**src/rtl/led_pkg.sv**
```systemverilog
// Shared types and brightness scaling for the LED frame streamer.
package led_pkg;

  typedef struct packed {
    logic [7:0] r;
    logic [7:0] g;
    logic [7:0] b;
  } rgb_t;

  typedef enum logic [1:0] {
    ST_IDLE,
    ST_FETCH,
    ST_STREAM,
    ST_DRAIN
  } state_t;

  // Scaling by (bri+1) makes 255 an exact identity and 0 a hard black.
  function automatic logic [7:0] scale_channel(input logic [7:0] c, input logic [7:0] bri);
    logic [16:0] prod;
    prod = {9'd0, c} * ({9'd0, bri} + 17'd1);
    return 8'(prod >> 8);
  endfunction

  function automatic rgb_t scale_pixel(input rgb_t px, input logic [7:0] bri);
    rgb_t o;
    o.r = scale_channel(px.r, bri);
    o.g = scale_channel(px.g, bri);
    o.b = scale_channel(px.b, bri);
    return o;
  endfunction

endpackage

```
**src/rtl/led_pixel_ram.sv**
```systemverilog
// Two-bank pixel store: writes go to one bank, reads come from the other,
// with a registered read port.
module led_pixel_ram
  import led_pkg::*;
#(
  parameter int NUM_LEDS = 64,
  localparam int ADDR_W = $clog2(NUM_LEDS)
) (
  input  logic              clk,
  input  logic              wr_en,
  input  logic              wr_bank,
  input  logic [ADDR_W-1:0] wr_addr,
  input  rgb_t              wr_data,
  input  logic              rd_bank,
  input  logic [ADDR_W-1:0] rd_addr,
  output rgb_t              rd_data
);

  localparam int DEPTH  = 2 * NUM_LEDS;
  localparam int RAM_AW = $clog2(DEPTH);

  rgb_t mem [DEPTH];

  function automatic logic [RAM_AW-1:0] flat(input logic bank, input logic [ADDR_W-1:0] a);
    return bank ? RAM_AW'(NUM_LEDS) + RAM_AW'(a) : RAM_AW'(a);
  endfunction

  always_ff @(posedge clk) begin
    if (wr_en) mem[flat(wr_bank, wr_addr)] <= wr_data;
    rd_data <= mem[flat(rd_bank, rd_addr)];
  end

endmodule

```
**src/rtl/led_frame_streamer.sv**
```systemverilog
// Double-buffered frame store that streams brightness-scaled pixels into the
// WS2812B driver handshake on commit or auto-refresh.
module led_frame_streamer
  import led_pkg::*;
#(
  parameter int NUM_LEDS       = 64,
  parameter int REFRESH_CYCLES = 0,
  localparam int ADDR_W = $clog2(NUM_LEDS)
) (
  input  logic              clk,
  input  logic              rst,
  input  logic              wr_en,
  input  logic [ADDR_W-1:0] wr_addr,
  input  logic [23:0]       wr_data,
  input  logic              commit,
  input  logic [7:0]        brightness,
  output logic              commit_pending,
  output logic              frame_active,
  output logic              frame_done,
  output logic              drv_ready,
  output logic [23:0]       drv_rgb,
  input  logic              drv_busy,
  input  logic              drv_latched
);

  localparam int CNT_W = (REFRESH_CYCLES > 1) ? $clog2(REFRESH_CYCLES) : 1;
  localparam logic [ADDR_W-1:0] LAST_IDX = ADDR_W'(NUM_LEDS - 1);

  state_t            state, next_state;
  logic              front;
  logic [CNT_W-1:0]  idle_cnt;
  logic [ADDR_W-1:0] pix_idx;
  logic [7:0]        bri_q;
  logic              fetch_ph;
  rgb_t              rd_data;

  logic wr_ok, refresh_hit, start, swap, advance, last, drain_done;

  assign wr_ok       = wr_en && ({1'b0, wr_addr} < NUM_LEDS[ADDR_W:0]);
  assign refresh_hit = (REFRESH_CYCLES != 0) && (idle_cnt == CNT_W'(REFRESH_CYCLES - 1));

  led_pixel_ram #(.NUM_LEDS(NUM_LEDS)) u_ram (
    .clk     (clk),
    .wr_en   (wr_ok),
    .wr_bank (~front),
    .wr_addr (wr_addr),
    .wr_data (rgb_t'(wr_data)),
    .rd_bank (front),
    .rd_addr (pix_idx),
    .rd_data (rd_data)
  );

  always_ff @(posedge clk) begin
    if (rst) state <= ST_IDLE;
    else     state <= next_state;
  end

  always_comb begin
    next_state = state;
    start      = 1'b0;
    swap       = 1'b0;
    advance    = 1'b0;
    last       = 1'b0;
    drain_done = 1'b0;
    case (state)
      ST_IDLE: begin
        if (commit_pending) begin
          swap       = 1'b1;
          start      = 1'b1;
          next_state = ST_FETCH;
        end else if (refresh_hit) begin
          start      = 1'b1;
          next_state = ST_FETCH;
        end
      end
      ST_FETCH: begin
        if (fetch_ph) next_state = ST_STREAM;
      end
      ST_STREAM: begin
        if (drv_latched) begin
          if (pix_idx == LAST_IDX) begin
            last       = 1'b1;
            next_state = ST_DRAIN;
          end else begin
            advance    = 1'b1;
            next_state = ST_FETCH;
          end
        end
      end
      ST_DRAIN: begin
        if (!drv_busy) begin
          drain_done = 1'b1;
          next_state = ST_IDLE;
        end
      end
      default: next_state = ST_IDLE;
    endcase
  end

  // FETCH takes two cycles: RAM read, then the registered scale into drv_rgb.
  always_ff @(posedge clk) begin
    if (rst) begin
      front          <= 1'b0;
      commit_pending <= 1'b0;
      idle_cnt       <= '0;
      pix_idx        <= '0;
      bri_q          <= '0;
      fetch_ph       <= 1'b0;
      frame_active   <= 1'b0;
      frame_done     <= 1'b0;
      drv_ready      <= 1'b0;
      drv_rgb        <= '0;
    end else begin
      if (swap) front <= ~front;

      if (swap)        commit_pending <= 1'b0;
      else if (commit) commit_pending <= 1'b1;

      if (start)                 idle_cnt <= '0;
      else if (state == ST_IDLE) idle_cnt <= idle_cnt + CNT_W'(1);

      if (start) begin
        pix_idx      <= '0;
        bri_q        <= brightness;
        frame_active <= 1'b1;
      end else if (advance) begin
        pix_idx <= pix_idx + ADDR_W'(1);
      end

      fetch_ph <= (state == ST_FETCH) ? ~fetch_ph : 1'b0;

      if (state == ST_FETCH && fetch_ph) begin
        drv_rgb   <= scale_pixel(rd_data, bri_q);
        drv_ready <= 1'b1;
      end else if (last) begin
        drv_ready <= 1'b0;
      end

      frame_done <= drain_done;
      if (drain_done) frame_active <= 1'b0;
    end
  end

endmodule

```
**config.mk**
```make
export PLATFORM = sky130hd
export DESIGN_NAME = led_frame_streamer
export DESIGN_NICKNAME = d
export VERILOG_FILES = /design/src/rtl/led_pkg.sv /design/src/rtl/led_pixel_ram.sv /design/src/rtl/led_frame_streamer.sv
export SDC_FILE = /design/constraint.sdc
export NUM_CORES = 2
export LEC_CHECK = 0
export BUFFER_PORTS_ARGS = -buffer_cell sky130_fd_sc_hd__buf_2
export CORE_MARGIN = 5
export CORE_UTILIZATION = 60
export CTS_CLUSTER_SIZE = 24
export DETAILED_ROUTE_END_ITERATION = 16
export GPL_TIMING_DRIVEN = 0
export HOLD_SLACK_MARGIN = 0.15
export PLACE_DENSITY_LB_ADDON = 0.1
export REMOVE_ABC_BUFFERS = 1
export SYNTH_ARGS = -nofsm -noshare
export SYNTH_HDL_FRONTEND = slang
export SYNTH_SLANG_ARGS = --single-unit
```
**constraint.sdc**
```tcl
create_clock -name clk -period 14.9 [get_ports clk]
set_input_delay 2.98 -clock clk [delete_from_list [all_inputs] [get_ports clk]]
set_output_delay 2.98 -clock clk [all_outputs]
set_load 0.01 [all_outputs]
```
==> summary.txt <==
Pwr
  – Internal Power: 14400 µW
  – Pleak: 0.0449 µW
  – Sequential fraction of design power: 53.6%
  – Clock power frac: 42.2%
  – Comb power frac: 4.2%
  – Sw Pwr: 3800 µW
  – Pwr per Cell Area: 126 mW/mm²
  – Sw Ratio: 20.8%
  – Total Power: 18200 µW
  – Max IR drop VDD: 0.000132 V

Clock network
  – CTS H-tree lvls: 5
  – Clock Sinks: 3142
  – Max clock buf depth: 4
  – Clock slew at reported path FFs: 0.06 ns
  – Post-CTS Repair Setup Buffers: 0
  – CTS tree: yes
  – Clk_lat worst skew: 0.94 ns
  – Root Driver: clkbuf_16
  – Post-CTS Resized: 0
  – CTS Hold Bufs: 0
  – Num CTS Buffers: 326

Outcome
  – Failing checks: max-capacitance violations, max-slew violations
  – Status: finished with violations

Timing
  – RSZ-0062 raised after global routing: false
  – Final WS setup: 8.18 ns
  – Clock skew: 0.0504 ns
  – Fin. Hold Viols: 0
  – Fmax: 149 MHz
  – Crit share post-route: 45.1%
  – Final slew viol count: 12
  – Worst-Margin Slew: 1.55 ns
  – Final setup viols: 0
  – Fin crit period: 6.72 ns
  – Hold slack: 0.432 ns
  – Worst relative slew slack: -3.61%

Synth
  – Post-synthesis sequential area ratio: 73.7%
  – Synth unique cells: 70
  – Adder-Cell Fraction of Synth Area: 2.86%
  – Synthesized instance count: 6073
  – Synthesis Warnings: 0
  – Cell Area, Synth: 0.127 mm²
  – Area leader, netlist: edfxtp_1
  – Post-synth top flop: edfxtp_1
  – Post-synth top cells: edfxtp_1, mux4_2, mux2i_1, nor2_1, nand2_1
  – Most frequent cell after synthesis: edfxtp_1
  – Post-synth top area share: 72.6%
  – Post-synthesis mux area share: 16.2%
  – Ys async rst share: 0%
  – Main combinational cell family by area after synthesis: multiplexers
  – Synth Register Bits: 3142
  – Post-synthesis simple-gate area fraction: 2.63%
  – Number of flops mapped to enable cells by yosys: 3072
  – Mean Syn Cell Area: 20.9 µm²
  – Synth Area in Compound Gates: 2.26%
  – Ranking of synthesized cells by area: edfxtp_1, mux4_2, fa_1, mux2i_1, dfxtp_1
  – Synth Area in XOR/XNOR: 0.290%

Route
  – Antenna viol nets, final: 0
  – Routed wire length: 318 mm
  – Vias per std cell: 6.67
  – Vias: 62.7k
  – Number of detailed-route iterations in the first pass: 5
  – DRC: 0
  – Wire per inst: 33.8 µm
  – Initial DRC Count: 8194

Critical path
  – Worst R2R Start: bri_q[0]
  – Reg-to-reg slack, setup: 8.18 ns
  – Critical Path Start Type: register
  – Worst EP arrival: 7.56 ns
  – Reg-to-reg critical path endpoint: drv_rgb[14]
  – Crit path capture type: register
  – Critical Path Fanout Max: 24
  – Worst R2R Path Depth: 20
  – CP required: 15.74 ns
  – Worst Path Class, Setup: register to register

Place
  – Pre-CTS setup slack: 8.09 ns
  – Buffers on Ports: 71
  – Hpwl dp: 194 mm
  – GP Congestion: 0.785

Finish
  – Nets: 6613
  – Area growth, synth to finish: 14.0%
  – Finished Core Util: 68.9%
  – Share of cells above drive strength 1: 25.8%

Hold path
  – Hold Crit Endpoint: fetch_ph
  – Hold Path Stages: 1
  – Hold Startpoint: fetch_ph
  – Worst hold-check path type: register to register

Global routing
  – GRT Total Usage: 28.9%
  – GR met1 Demand/Resource: 42.1%
  – GR met2 Demand/Resource: 45.1%
  – Initial antenna violation count: 24
  – Pin count of the biggest net entering global routing: 90
  – Total grt overflow: 0
  – Most Used Layer, Global Route: met2
  – First-pass GRT wire length: 457 mm
  – Met3 Use GR: 5.46%
  – Vias in the first global route: 63.0k

Floorplanning
  – Row count: 168
  – CORE AREA: 0.210 mm²
  – Die Wd: 470 µm
  – Die Y: 470 µm
  – Initial Util: 60.4%
  – DIE AREA: 0.221 mm²
  – I/O Pins: 72

Job
  – Max-cap violations: 2
[state kept, by name, indices dropped and copies added (netlist names)]
name and count:
bri_q 8, commit_pending 1, drv_ready 1, drv_rgb 24
fetch_ph 1, frame_active 1, frame_done 1, front 1
pix_idx 6, state 2, u_ram.mem 3072, u_ram.rd_data 24
[critical path, cell delays in order, from the launching register on]
cell	delay, ns
dfxtp_1	1.08
ha_1	0.36
nand3_1	0.20
nor2_1	0.24
xor2_2	0.46
buf_16	0.22
and2_1	0.16
fa_1	0.39
inv_1	0.09
fa_1	0.42
fa_1	0.48
fa_1	0.49
inv_1	0.04
ha_1	0.32
a21o_1	0.20
a2111oi_0	0.39
o31ai_1	0.22
a31oi_1	0.28
o21bai_1	0.11
xor2_1	0.31
a22o_1	0.17
[worst max path at each step]
stage | from | end | slack, ns | cells past startpoint
floorplan | pix_idx[0] | u_ram.rd_data[18] | -20.03 | 7
global placement | pix_idx[0] | u_ram.rd_data[16] | -40.96 | 6
detailed placement | bri_q[0] | drv_rgb[14] | 8.09 | 20
CTS | bri_q[0] | drv_rgb[14] | 8.07 | 20
global route | bri_q[0] | drv_rgb[14] | 7.76 | 20
finish | bri_q[0] | drv_rgb[14] | 8.18 | 20
[final cells by class]
cell class | count | area, µm²
clock inverters | 161 | 1370
well taps | 2805 | 3510
diodes | 15 | 37.5
repair buffers | 263 | 5170
fillers | 12800 | 65400
multi-input cells | 2467 | 31900
flip-flops and latches | 3142 | 93700
clock buffers | 398 | 8550
inverters | 151 | 577
[power groups by stage]
| stage | logic [µW] | registers [µW] | clock network [µW] |
|---|---|---|---|
| after floorplan | 423 | 9960 | 0 |
| after global placement | 758 | 10000 | 0 |
| after detailed placement | 766 | 9960 | 0 |
| after CTS | 771 | 9770 | 7790 |
| after global routing | 843 | 9770 | 8190 |
| final | 768 | 9770 | 7700 |
[metrics by stage]
| stage | instances | TNS [ns] | area, µm² |
|---|---|---|---|
| after floorplan | 5760 | -626.00 | 125000 |
| after global placement | 8636 | -1186.44 | 129000 |
| after detailed placement | 8828 | 0 | 135000 |
| after CTS | 9387 | 0 | 145000 |
| after global routing | 9394 | 0 | 145000 |
| final | 9402 | 0 | 145000 |
[kinds of logic after synthesis]
| kind of cell | after synthesis |
|---|---|
| flops | 3142 |
| simple gates | 698 |
| fa+ha+maj | 218 |
| mux | 1071 |
| buf+inv | 464 |
| xor+xnor | 42 |
| compound gates | 438 |
[routing by layer]
layer / wire length [µm] / share of wire, %
met3: 29100 / 9.2
met5: 88 / 0.028
met1: 125000 / 39
met2: 152000 / 48
met4: 11700 / 3.7
[layout by cell type (no fill, tap or decap), types with 89 or more instances in the layout]
cell type  instances
mux4_2           784
nor2_1            89
buf_16           132
ha_1              98
a21oi_1          114
clkbuf_16        331
fa_1             120
nor2_4           126
nand2_1          179
mux2i_1          224
inv_1            148
and2_1           145
edfxtp_1        3072
Note: power is estimated with default switching activity, not from simulation.
